===== src/rtl/cpu_run_controller.sv =====
// ---------------------------------------------------------------------------
// CpuRunController (module cpu_run_controller)
//
// Purpose:
//   Sequences one bounded run of a CPU and then dumps its architectural
//   state. After a start request the CPU is clock-enabled for at most
//   CYCLES cycles, or fewer if the CPU side raises halt_req. The controller
//   then streams every register-file entry, followed by every data-memory
//   word, over a valid/ready channel. DONE is terminal until the next reset.
//
// Parameters:
//   CYCLES     maximum clock-enabled CPU cycles per run (0 skips the run)
//   NREGS      register-file entries dumped (at least 2)
//   MEM_WORDS  data-memory words dumped (at least 1)
//   DATA_W     data width of the register and memory read ports
//
// Ports:
//   clk          sole clock, rising edge
//   rst_n        asynchronous active-low reset
//   start        begin a run, honoured in IDLE only
//   halt_req     early stop request from the CPU, honoured in RUN only
//   cpu_en       write/advance enable for the CPU, high only in RUN
//   dbg_reg_a    register-file debug read index
//   dbg_reg_rd   combinational register-file read data
//   dbg_mem_a    data-memory debug byte address (word index * 4)
//   dbg_mem_rd   combinational data-memory read data
//   dump_valid   dump beat valid, high throughout both dump phases
//   dump_ready   consumer accepts the current beat
//   dump_kind    0 = register beat, 1 = memory beat
//   dump_index   register index or memory byte address of the beat
//   dump_data    dumped value
//   busy         high in RUN, DUMP_REG and DUMP_MEM
//   done         high in DONE
//   cycle_count  enabled CPU cycles completed in the current run
// ---------------------------------------------------------------------------
module cpu_run_controller #(
    parameter int CYCLES    = 10000,
    parameter int NREGS     = 32,
    parameter int MEM_WORDS = 64,
    parameter int DATA_W    = 32
) (
    input  logic                      clk,
    input  logic                      rst_n,

    input  logic                      start,
    input  logic                      halt_req,
    output logic                      cpu_en,

    output logic [$clog2(NREGS)-1:0]  dbg_reg_a,
    input  logic [DATA_W-1:0]         dbg_reg_rd,
    output logic [31:0]               dbg_mem_a,
    input  logic [DATA_W-1:0]         dbg_mem_rd,

    output logic                      dump_valid,
    input  logic                      dump_ready,
    output logic                      dump_kind,
    output logic [31:0]               dump_index,
    output logic [DATA_W-1:0]         dump_data,

    output logic                      busy,
    output logic                      done,
    output logic [31:0]               cycle_count
);

    // Width of the register index; the memory word index is sized so a
    // single-word memory still gets a legal one-bit counter.
    localparam int RA_W = $clog2(NREGS);
    localparam int MA_W = (MEM_WORDS > 1) ? $clog2(MEM_WORDS) : 1;

    // Terminal counter values. RUN_LAST is meaningless when CYCLES is zero,
    // but the RUN state is never entered in that configuration.
    localparam logic [RA_W-1:0] REG_LAST  = RA_W'(NREGS - 1);
    localparam logic [MA_W-1:0] MEM_LAST  = MA_W'(MEM_WORDS - 1);
    localparam logic [31:0]     RUN_LAST  = 32'(CYCLES - 1);
    localparam bit              SKIP_RUN  = (CYCLES == 0);

    typedef enum logic [2:0] {
        IDLE     = 3'd0,
        RUN      = 3'd1,
        DUMP_REG = 3'd2,
        DUMP_MEM = 3'd3,
        DONE     = 3'd4
    } state_e;

    state_e            state_q,   state_d;
    logic [31:0]       cycle_q,   cycle_d;
    logic [RA_W-1:0]   reg_idx_q, reg_idx_d;
    logic [MA_W-1:0]   mem_idx_q, mem_idx_d;

    // Byte address of the current memory word, shared by the debug port
    // and the dump index so both always agree.
    logic [31:0]       mem_addr;

    assign mem_addr    = 32'(mem_idx_q) << 2;
    assign cycle_count = cycle_q;

    // State register. Reset is asynchronous so that pulling rst_n low in the
    // middle of a run or dump immediately parks everything back in IDLE with
    // all counters cleared; every output below is decoded from these
    // registers, so they follow without waiting for a clock.
    always_ff @(posedge clk or negedge rst_n) begin
        if (!rst_n) begin
            state_q   <= IDLE;
            cycle_q   <= '0;
            reg_idx_q <= '0;
            mem_idx_q <= '0;
        end else begin
            state_q   <= state_d;
            cycle_q   <= cycle_d;
            reg_idx_q <= reg_idx_d;
            mem_idx_q <= mem_idx_d;
        end
    end

    // Next-state logic. The run ends on the edge that completes the last
    // permitted cycle or on the first halt request; that edge still counts,
    // so cycle_count ends equal to the cycles actually executed. Dump
    // counters advance only on an accepted beat and return to zero on the
    // acceptance of their last beat, which is also what moves the phase on,
    // so they never wrap and never skip or repeat a beat.
    always_comb begin
        state_d   = state_q;
        cycle_d   = cycle_q;
        reg_idx_d = reg_idx_q;
        mem_idx_d = mem_idx_q;

        case (state_q)
            IDLE: begin
                if (start) begin
                    cycle_d = '0;
                    state_d = SKIP_RUN ? DUMP_REG : RUN;
                end
            end

            RUN: begin
                cycle_d = cycle_q + 32'd1;
                if ((cycle_q == RUN_LAST) || halt_req) begin
                    state_d = DUMP_REG;
                end
            end

            DUMP_REG: begin
                if (dump_ready) begin
                    if (reg_idx_q == REG_LAST) begin
                        reg_idx_d = '0;
                        state_d   = DUMP_MEM;
                    end else begin
                        reg_idx_d = reg_idx_q + RA_W'(1);
                    end
                end
            end

            DUMP_MEM: begin
                if (dump_ready) begin
                    if (mem_idx_q == MEM_LAST) begin
                        mem_idx_d = '0;
                        state_d   = DONE;
                    end else begin
                        mem_idx_d = mem_idx_q + MA_W'(1);
                    end
                end
            end

            DONE: begin
                state_d = DONE;
            end

            default: begin
                state_d = IDLE;
            end
        endcase
    end

    // Output decode. Everything is a pure function of the registered state
    // and the combinational read data, so beat fields cannot change while
    // the consumer stalls: the index registers only move on acceptance.
    // The debug addresses are driven from the index registers in every
    // state; those registers are zero outside the dump phases.
    always_comb begin
        cpu_en     = 1'b0;
        busy       = 1'b0;
        done       = 1'b0;
        dump_valid = 1'b0;
        dump_kind  = 1'b0;
        dump_index = '0;
        dump_data  = '0;
        dbg_reg_a  = reg_idx_q;
        dbg_mem_a  = mem_addr;

        case (state_q)
            RUN: begin
                cpu_en = 1'b1;
                busy   = 1'b1;
            end

            DUMP_REG: begin
                busy       = 1'b1;
                dump_valid = 1'b1;
                dump_kind  = 1'b0;
                dump_index = 32'(reg_idx_q);
                dump_data  = dbg_reg_rd;
            end

            DUMP_MEM: begin
                busy       = 1'b1;
                dump_valid = 1'b1;
                dump_kind  = 1'b1;
                dump_index = mem_addr;
                dump_data  = dbg_mem_rd;
            end

            DONE: begin
                done = 1'b1;
            end

            default: begin
                cpu_en = 1'b0;
            end
        endcase
    end

endmodule


===== config.mk =====
export PLATFORM = sky130hd
export DESIGN_NAME = cpu_run_controller
export DESIGN_NICKNAME = d
export VERILOG_FILES = /design/src/rtl/cpu_run_controller.sv
export SDC_FILE = /design/constraint.sdc
export NUM_CORES = 1
export LEC_CHECK = 0
export CORE_ASPECT_RATIO = 0.7
export CORE_MARGIN = 2
export CORE_UTILIZATION = 41
export CTS_CLUSTER_SIZE = 30
export DETAILED_ROUTE_END_ITERATION = 7
export MAX_ROUTING_LAYER = met4
export PLACE_DENSITY = 0.87
export SLEW_MARGIN = 20
export SYNTH_ARGS = -nofsm -noshare
export SYNTH_HDL_FRONTEND = slang
export SYNTH_SLANG_ARGS = --single-unit

===== constraint.sdc =====
create_clock -name clk -period 5.2 [get_ports clk]
set_clock_uncertainty 0.1 [all_clocks]
set_input_delay 1.04 -clock clk [delete_from_list [all_inputs] [get_ports clk]]
set_output_delay 1.04 -clock clk [all_outputs]
set_load 0.02 [all_outputs]

---- Word level (Yosys, flattened, before mapping) ----
Cells that the tools add are included.
Widths: inputs -> output; s select.
operators by class
  $lt $le $gt $ge ......................... 0
  reductions and logical operators ........ 9
  $add $sub $neg .......................... 3
  multipliers ............................. 0
  bitwise operators ....................... 0
  equality and inequality tests ........... 13
  div/mod/pow operators ................... 0
  shifts and indexed selects .............. 0
  muxes and demuxes ....................... 18
operators by type and width
  kind                   count
  $pmux 32 s2            2
  $add 32x1->32 const B  1
  $eq 32x14->1 const B   1
  $mux 32                1
  $mux 3                 6
  $pmux 8 s2             1
  $pmux 3 s5             1
  $ne 2x2->1 const B     6
  $add 6x1->6 const B    1
  $eq 3x2->1 const B     2
  $eq 6x6->1 const B     1
  $mux 6                 1
  $reduce_and 2->1       3
  $reduce_and 6->1       1
  $add 5x1->5 const B    1
  $eq 5x5->1 const B     1
  $mux 1                 5
  $mux 5                 1
  $eq 3x1->1 const B     1
  $eq 3x3->1 const B     1
  $logic_not 3->1        1
  $reduce_or 3->1        1
  $reduce_bool 2->1      1
  $reduce_or 2->1        1
  $logic_or 1x1->1       1
word-level totals
  memory bits (read-only) ................. 0
  input port bits ......................... 69
  logic and storage cells ................. 47
  flip-flop bits (word level) ............. 46
  latch bits .............................. 0
  bits in writable memories ............... 0
  memories kept ........................... 0

---- Depth between registers and ports, before layout ----
Gate-level depths: netlist of the first run.
  word-level depth ........................ 4
  mapped depth ............................ 7
  gate-level depth less buffers ........... 6

---- Worst setup path before layout of the first run ----
OpenSTA, ideal clock, no wires.
  path type ............................... input-to-output
  start point ............................. in dbg_mem_rd[15]
  end point ............................... out dump_data[15]
  arrival ................................. 1.384 ns
  path buffers ............................ 0
  stages on the path ...................... 2
  setup slack ............................. 2.676 ns
  cell sequence ........................... mux2i_1 nor2_1
on the way
  longest elaborated chain between the ends .. 1
RTL lines
  what         RTL line  text
  from (decl)  52        input logic [DATA_W-1:0] dbg_mem_rd,
  $pmux 32 s2  190       case (state_q)
  to (decl)    58        output logic [DATA_W-1:0] dump_data,
Every way passes these cells.

---- Worst setup path after layout of the first run ----
  start point ............................. reg state_q[1]
  end point ............................... out cpu_en
on the way
  longest elaborated chain between the ends .. 2
RTL lines
  what                    RTL line  text
  from (decl)             85        state_e state_q, state_d;
  from (signal assigned)  108       state_q <= state_d;
  $eq 3x1->1              190
  $mux 1                  190
  to (decl)               47        output logic cpu_en,
Every way passes these cells.

==> flow_summary.json, run 1 <==
{
  "die_area_sq_mm": 0.009089,
  "routedWlPerCell_um": 17.00,
  "path_class": "reg -> out",
  "wl_um": 10980,
  "synth-warning-count": 0,
  "antenna_found_initial": 0,
  "ff_latch_area_sq_mm": 0.001152,
  "io-pin-count": 207,
  "slew-limit-headroom": 0.3927,
  "outcome": "complete, but fails checks",
  "final-setup-viol-count": 0,
  "gp_congestion": 0.9017,
  "core_area_sq_mm": 0.007973,
  "async_reset_ff_frac": 1.000,
  "fin_util": 0.6243,
  "clkSinkCount": 46,
  "final_area_sq_mm": 0.004977,
  "hold_end": "cycle_count[31]$_DFFE_PN0P_",
  "ant_nets": 0,
  "grt_pass1_vias": 3161,
  "grt_max_degree": 50,
  "r2r-start": "state_q[0]$_DFFE_PN0P_",
  "num_rows": 27,
  "grt_pass1_wl_um": 17060,
  "cp_slowest_cell": "or3b_1",
  "cts_made_buffers": 5,
  "dpl-instance-area_sq_mm": 0.004827,
  "cp_slowest_stage_delay_ns": 0.70,
  "fill_cells": 669,
  "min_period_over_period": 0.7122,
  "cts-htree-levels": 2,
  "critPathBufInv": 2,
  "via_per_inst": 5.339,
  "min_period_ns": 3.703,
  "critPathTopFamily": "buffers and inverters",
  "hold_viol_final": 0,
  "nets": 617,
  "die_h_um": 80.37,
  "num_antenna_cells": 0,
  "die_w_um": 113.1,
  "netlist_area_sq_mm": 0.003416,
  "grt_overflow_total": 0,
  "tightest_slew_ns": 0.9040,
  "power-per-cell-area_mw_per_mm2": 474.5,
  "r2r_setup_slack_ns": 2.44,
  "syn_area_per_cell_sq_um": 8.518,
  "hold_path.class": "reg -> reg",
  "rr_worst_depth": 5,
  "drtIter0Drc": 266,
  "crit_fanout": 18,
  "tns_ns": 0,
  "multiInputGateArea_sq_mm": 0.001947,
  "hold_slack_ns": 0.4056,
  "cts_tree": "done",
  "clock_latency_ns": 0.29,
  "clockRootBuffer": "clkbuf_16",
  "arrival_ns": 2.56,
  "holdPathStages": 1,
  "portBuffers": 156,
  "firstDrtPassIters": 7,
  "vias": 3449,
  "clk_pin_slew_ns": 0.06,
  "clock_path_buffers": 2,
  "required_ns": 4.06,
  "drc": 7,
  "synthFlopType": "dfrtp_1",
  "fmax_mhz": 270.0,
  "r2r-end": "cycle_count[11]$_DFFE_PN0P_",
  "synth_edf_count": 0,
  "vdd_drop_max_uv": 215.8,
  "holdCritStartpoint": "cycle_count[31]$_DFFE_PN0P_",
  "crit_path_cell_trace": "or3b_1, inv_1, clkdlybuf4s50_1",
  "maxCapViolCount": 0,
  "violations": "design-rule violations",
  "cts_setup_buffers": 0,
  "area.growth.synth_to_final_pct": 45.71,
  "synth_cell_type_count": 44,
  "cts_hold_buf": 0,
  "ys_seq_area_frac": 0.3370,
  "grt_setup_unrepaired": "false",
  "grtUsageTotal": 0.2440,
  "synth-seq-cells": 46,
  "start_util": 0.4284,
  "drive_gt1_frac": 0.03119,
  "p_leak_uw": 0.002289,
  "cp-start-kind": "register",
  "dp_hpwl_um": 8463,
  "synth_cells": 401,
  "cts.repair.resized": 0,
  "end_kind": "output port",
  "final-max-slew-violation-count": 0
}
[power by group]
part / switching (uW) / internal, uW / total [uW]
logic: 793 / 665 / 1460
registers: 141 / 443 / 584
clock network: 128 / 191 / 319
total: 1060 / 1300 / 2360
[registers in the layout, indices dropped and copies added, names as in the netlist]
name and cells:
cycle_count 32, mem_idx_q 6, dbg_reg_a 5, state_q 3
[layout make-up]
cell class | instances | share of cell area
clock inverters | 1 | 0.001006
multi-input cells | 325 | 0.3912
well taps | 101 | 0.02539
repair buffers | 158 | 0.3162
inverters | 8 | 0.006033
clock buffers | 7 | 0.02866
flip-flops and latches | 46 | 0.2315
[cell usage after synthesis, types with 2 or more instances]
cell      instances  share of area
mux2i_1          57           0.17
buf_4            50           0.11
dfrtp_1          46           0.34
nor2_1           46          0.051
nand2_1          45          0.049
nand4_1          23          0.042
nand3_1          15          0.022
o21ai_0          11          0.016
and3_1           10          0.018
buf_2             8          0.012
nor4_1            8          0.015
a21oi_1           7          0.010
inv_1             7         0.0077
buf_1             6         0.0066
clkbuf_1          6         0.0066
nor3_1            5         0.0073
o21ai_1           5         0.0073
and2_1            4         0.0073
and4_1            4          0.010
ha_1              4          0.015
a22o_1            3         0.0077
a31oi_1           2         0.0037
mux2_2            2         0.0066
nand2b_1          2         0.0037
nor3b_1           2         0.0044
o211ai_1          2         0.0044
o21bai_1          2         0.0044
or3_1             2         0.0037
xnor2_1           2         0.0051
[routing by layer]
layer | track usage | share of wire | wire length (um)
met1 | 0.3375 | 0.44 | 4874
met5 | - | 0 | 0
met2 | 0.3802 | 0.49 | 5353
met4 | 0.06585 | 0.018 | 203
met3 | 0.03170 | 0.050 | 552
[stage by stage]
step | instances | worst slack, ns | power, uW
2_1_floorplan | 450 | 2.676 | 1406
6_report | 646 | 1.497 | 2362
3_5_place_dp | 638 | 1.638 | 2037
4_1_cts | 646 | 1.518 | 2364
3_3_place_gp | 638 | 1.651 | 1997
5_1_grt | 646 | 1.395 | 2485
[cells by family (layout without fill, tap and decap cells)]
family          count (synthesis)  count (layout)  share of synthesized area
fa+ha+maj                       4               4                    0.01465
buf+inv                        79             174                     0.1469
flops                          46              46                     0.3370
mux                            59              59                     0.1736
compound gates                 35              35                    0.06117
other cells                     1              50                   0.001098
xor+xnor                        2               2                   0.005129
simple gates                  175             175                     0.2604
[how the worst max path moves through the flow]
stage                                      start             to  slack [ns]  cells after the start
after floorplan                   dbg_mem_rd[15]  dump_data[15]        2.68                      2
after global placement            dbg_mem_rd[15]  dump_data[15]        1.65                      4
after detailed placement          dbg_mem_rd[15]  dump_data[15]        1.64                      4
after CTS                 state_q[1]$_DFFE_PN0P_         cpu_en        1.52                      3
after global routing      state_q[1]$_DFFE_PN0P_         cpu_en        1.40                      3
final                     state_q[1]$_DFFE_PN0P_         cpu_en        1.50                      3
[placed cells by master (no fill, tap or decap), drive strengths merged, types with 5 or more instances in the layout]
cell type        n
a21oi            7
and2             5
and3            10
clkbuf           7
clkdlybuf4s50  155
conb            50
dfrtp           46
inv              8
mux2i           57
nand2           45
nand3           15
nand4           23
nor2            46
nor3             6
nor4             9
o21ai           16
No activity file was read; power rests on OpenSTA's default activity.
==> run 2, diff against run 1 <==
--- a/config.mk
+++ b/config.mk
@@ -7,11 +7,11 @@
 export LEC_CHECK = 0
 export CORE_ASPECT_RATIO = 0.7
 export CORE_MARGIN = 2
-export CORE_UTILIZATION = 41
+export CORE_UTILIZATION = 38
 export CTS_CLUSTER_SIZE = 30
 export DETAILED_ROUTE_END_ITERATION = 7
 export MAX_ROUTING_LAYER = met4
-export PLACE_DENSITY = 0.87
+export PLACE_DENSITY = 0.82
 export SLEW_MARGIN = 20
 export SYNTH_ARGS = -nofsm -noshare
 export SYNTH_HDL_FRONTEND = slang
==> constraint.sdc (replaced) <==
create_clock -name clk -period 3.48 [get_ports clk]
set_clock_uncertainty 0.1 [all_clocks]
set_input_delay 0.696 -clock clk [delete_from_list [all_inputs] [get_ports clk]]
set_output_delay 0.696 -clock clk [all_outputs]
set_load 0.02 [all_outputs]
==> run 2 against run 1 <==
The run now ends clean. First-iteration DRC count increased by 2.6%. Non-clock buffer count increased by 3. Combinational power increased by 49%. Sequential power increased by 52%. Worst hold slack got worse by 0.094 ns. Die area increased by 7.6%.
==> flow_summary.json, run 2 (synthesized netlist as in run 1, its figures left out) <==
{
  "fill_cells": 769,
  "grt_pass1_vias": 3130,
  "antenna_found_initial": 0,
  "vias": 3348,
  "vdd_drop_max_uv": 377.0,
  "clock_latency_ns": 0.28,
  "swShare": 0.4382,
  "hold_path.class": "in -> async",
  "fin_util": 0.5885,
  "die_area_sq_mm": 0.009776,
  "drtIter0Drc": 273,
  "num_rows": 28,
  "tightest_slew_ns": 0.9519,
  "clockRootBuffer": "clkbuf_16",
  "crit_fanout": 38,
  "ant_nets": 0,
  "outcome": "complete, no violations",
  "portBuffers": 156,
  "min_period_over_period": 0.8600,
  "drive_gt1_frac": 0.03467,
  "clock_path_buffers": 2,
  "final-max-slew-violation-count": 0,
  "grtUsageTotal": 0.2228,
  "core_area_sq_mm": 0.008583,
  "cts.repair.resized": 0,
  "cts-htree-levels": 2,
  "nets": 620,
  "power_frac_seq": 0.247,
  "gp_congestion": 0.9177,
  "io-pin-count": 207,
  "arrival_ns": 2.20,
  "start_util": 0.3980,
  "cp-start-kind": "register",
  "grt_setup_unrepaired": "false",
  "firstDrtPassIters": 5,
  "cp_slowest_stage_delay_ns": 0.58,
  "drc": 0,
  "hold_slack_ns": 0.3120,
  "switching_power_uw": 1573,
  "clkPwrFrac": 0.147,
  "crit_path_cell_trace": "nand2b_1, buf_4, inv_2, and3_1, clkdlybuf4s50_1",
  "tns_ns": 0,
  "cp_slowest_cell": "clkdlybuf4s50_1",
  "maxCapViolCount": 0,
  "hold_viol_final": 0,
  "fmax_mhz": 334.2,
  "die_w_um": 117.3,
  "clk_pin_slew_ns": 0.06,
  "area.growth.synth_to_final_pct": 47.88,
  "comb_power_share": 0.607,
  "end_kind": "output port",
  "required_ns": 2.68,
  "min_period_ns": 2.993,
  "multiInputGateArea_sq_mm": 0.001947,
  "wl_um": 10910,
  "cts_setup_buffers": 0,
  "grt_max_degree": 47,
  "p_leak_uw": 0.002311,
  "power-per-cell-area_mw_per_mm2": 710.7,
  "cts_tree": "done",
  "place_ws_ns": 0.6414,
  "ff_latch_area_sq_mm": 0.001152,
  "slew-limit-headroom": 0.3605,
  "setup_ws_ns": 0.4874,
  "path_class": "reg -> out",
  "cts_made_buffers": 5,
  "cts_hold_buf": 0,
  "via_per_inst": 5.012,
  "dp_hpwl_um": 8478,
  "routedWlPerCell_um": 16.34,
  "mostFrequentLayoutCells": "clkdlybuf4s50_1, mux2i_1, conb_1, nor2_1",
  "largest_register_ffs": 32,
  "grt_overflow_total": 0,
  "clkSinkCount": 46,
  "die_h_um": 83.33,
  "power.internal_uw": 2017,
  "final-setup-viol-count": 0,
  "rr_worst_depth": 4,
  "num_antenna_cells": 0,
  "layout_commonest_cell": "clkdlybuf4s50_1",
  "grt_pass1_wl_um": 17360
}
run 2: changes by cell type in the layout (fill, tap and decap cells not counted):
cell	change
clkinv_2	-1
clkbuf_8	-1
bufinv_16	+1
buf_12	+1
clkbuf_1	+1
buf_4	+2
run 2: worst max-delay path, delay by kind of cell, from the launching register on:
kind	cells	cell delay [ns]
AND/OR/NAND/NOR	2	0.37
flip-flops	1	0.44
buffers and inverters	3	1.11
run 2: metrics by stage:
step | cell area (sq um) | total power [uW] | std cells
after floorplan | 3600 | 2100 | 450
final | 5051 | 3590 | 668
after global placement | 4886 | 3015 | 660
after detailed placement | 4886 | 3067 | 660
after CTS | 5049 | 3605 | 668
after global routing | 5051 | 3789 | 668
run 2: path summary, 6_finish.rpt:
| path | slack, ns | startpoint | end |
|---|---|---|---|
| max | 0.49 | state_q[2]$_DFFE_PN0P_ | dump_index[6] |
| min | 0.31 | rst_n | cycle_count[22]$_DFFE_PN0P_ |
| max reg2reg | 1.32 | cycle_count[4]$_DFFE_PN0P_ | cycle_count[28]$_DFFE_PN0P_ |
| min reg2reg | 0.42 | cycle_count[31]$_DFFE_PN0P_ | cycle_count[31]$_DFFE_PN0P_ |
| max in group asynchronous | 2.54 | rst_n | state_q[0]$_DFFE_PN0P_ |
| min in group clk | 0.42 | cycle_count[31]$_DFFE_PN0P_ | cycle_count[31]$_DFFE_PN0P_ |
run 2: layout make-up:
| cell class | instances | share of cell area |
|---|---|---|
| clock buffers | 7 | 0.02626 |
| clock inverters | 1 | 0.005945 |
| inverters | 8 | 0.005945 |
| multi-input cells | 325 | 0.3854 |
| flip-flops and latches | 46 | 0.2281 |
| well taps | 120 | 0.02973 |
| repair buffers | 161 | 0.3186 |
run 2: power by group through the flow:
stage / Clock [uW] / Sequential [uW] / Combinational, uW
3_3_place_gp: 0 / 875 / 2140
5_1_grt: 562 / 912 / 2310
6_report: 526 / 885 / 2180
4_1_cts: 537 / 879 / 2190
2_1_floorplan: 0 / 953 / 1150
3_5_place_dp: 0 / 886 / 2180
run 2: layer usage:
layer,GRT usage,up-vias,part of all wire
li1,-,1606,-
met4,0.03505,0,0.0082
met5,-,-,0
met1,0.3150,1620,0.47
met3,0.02541,11,0.043
met2,0.3514,111,0.48
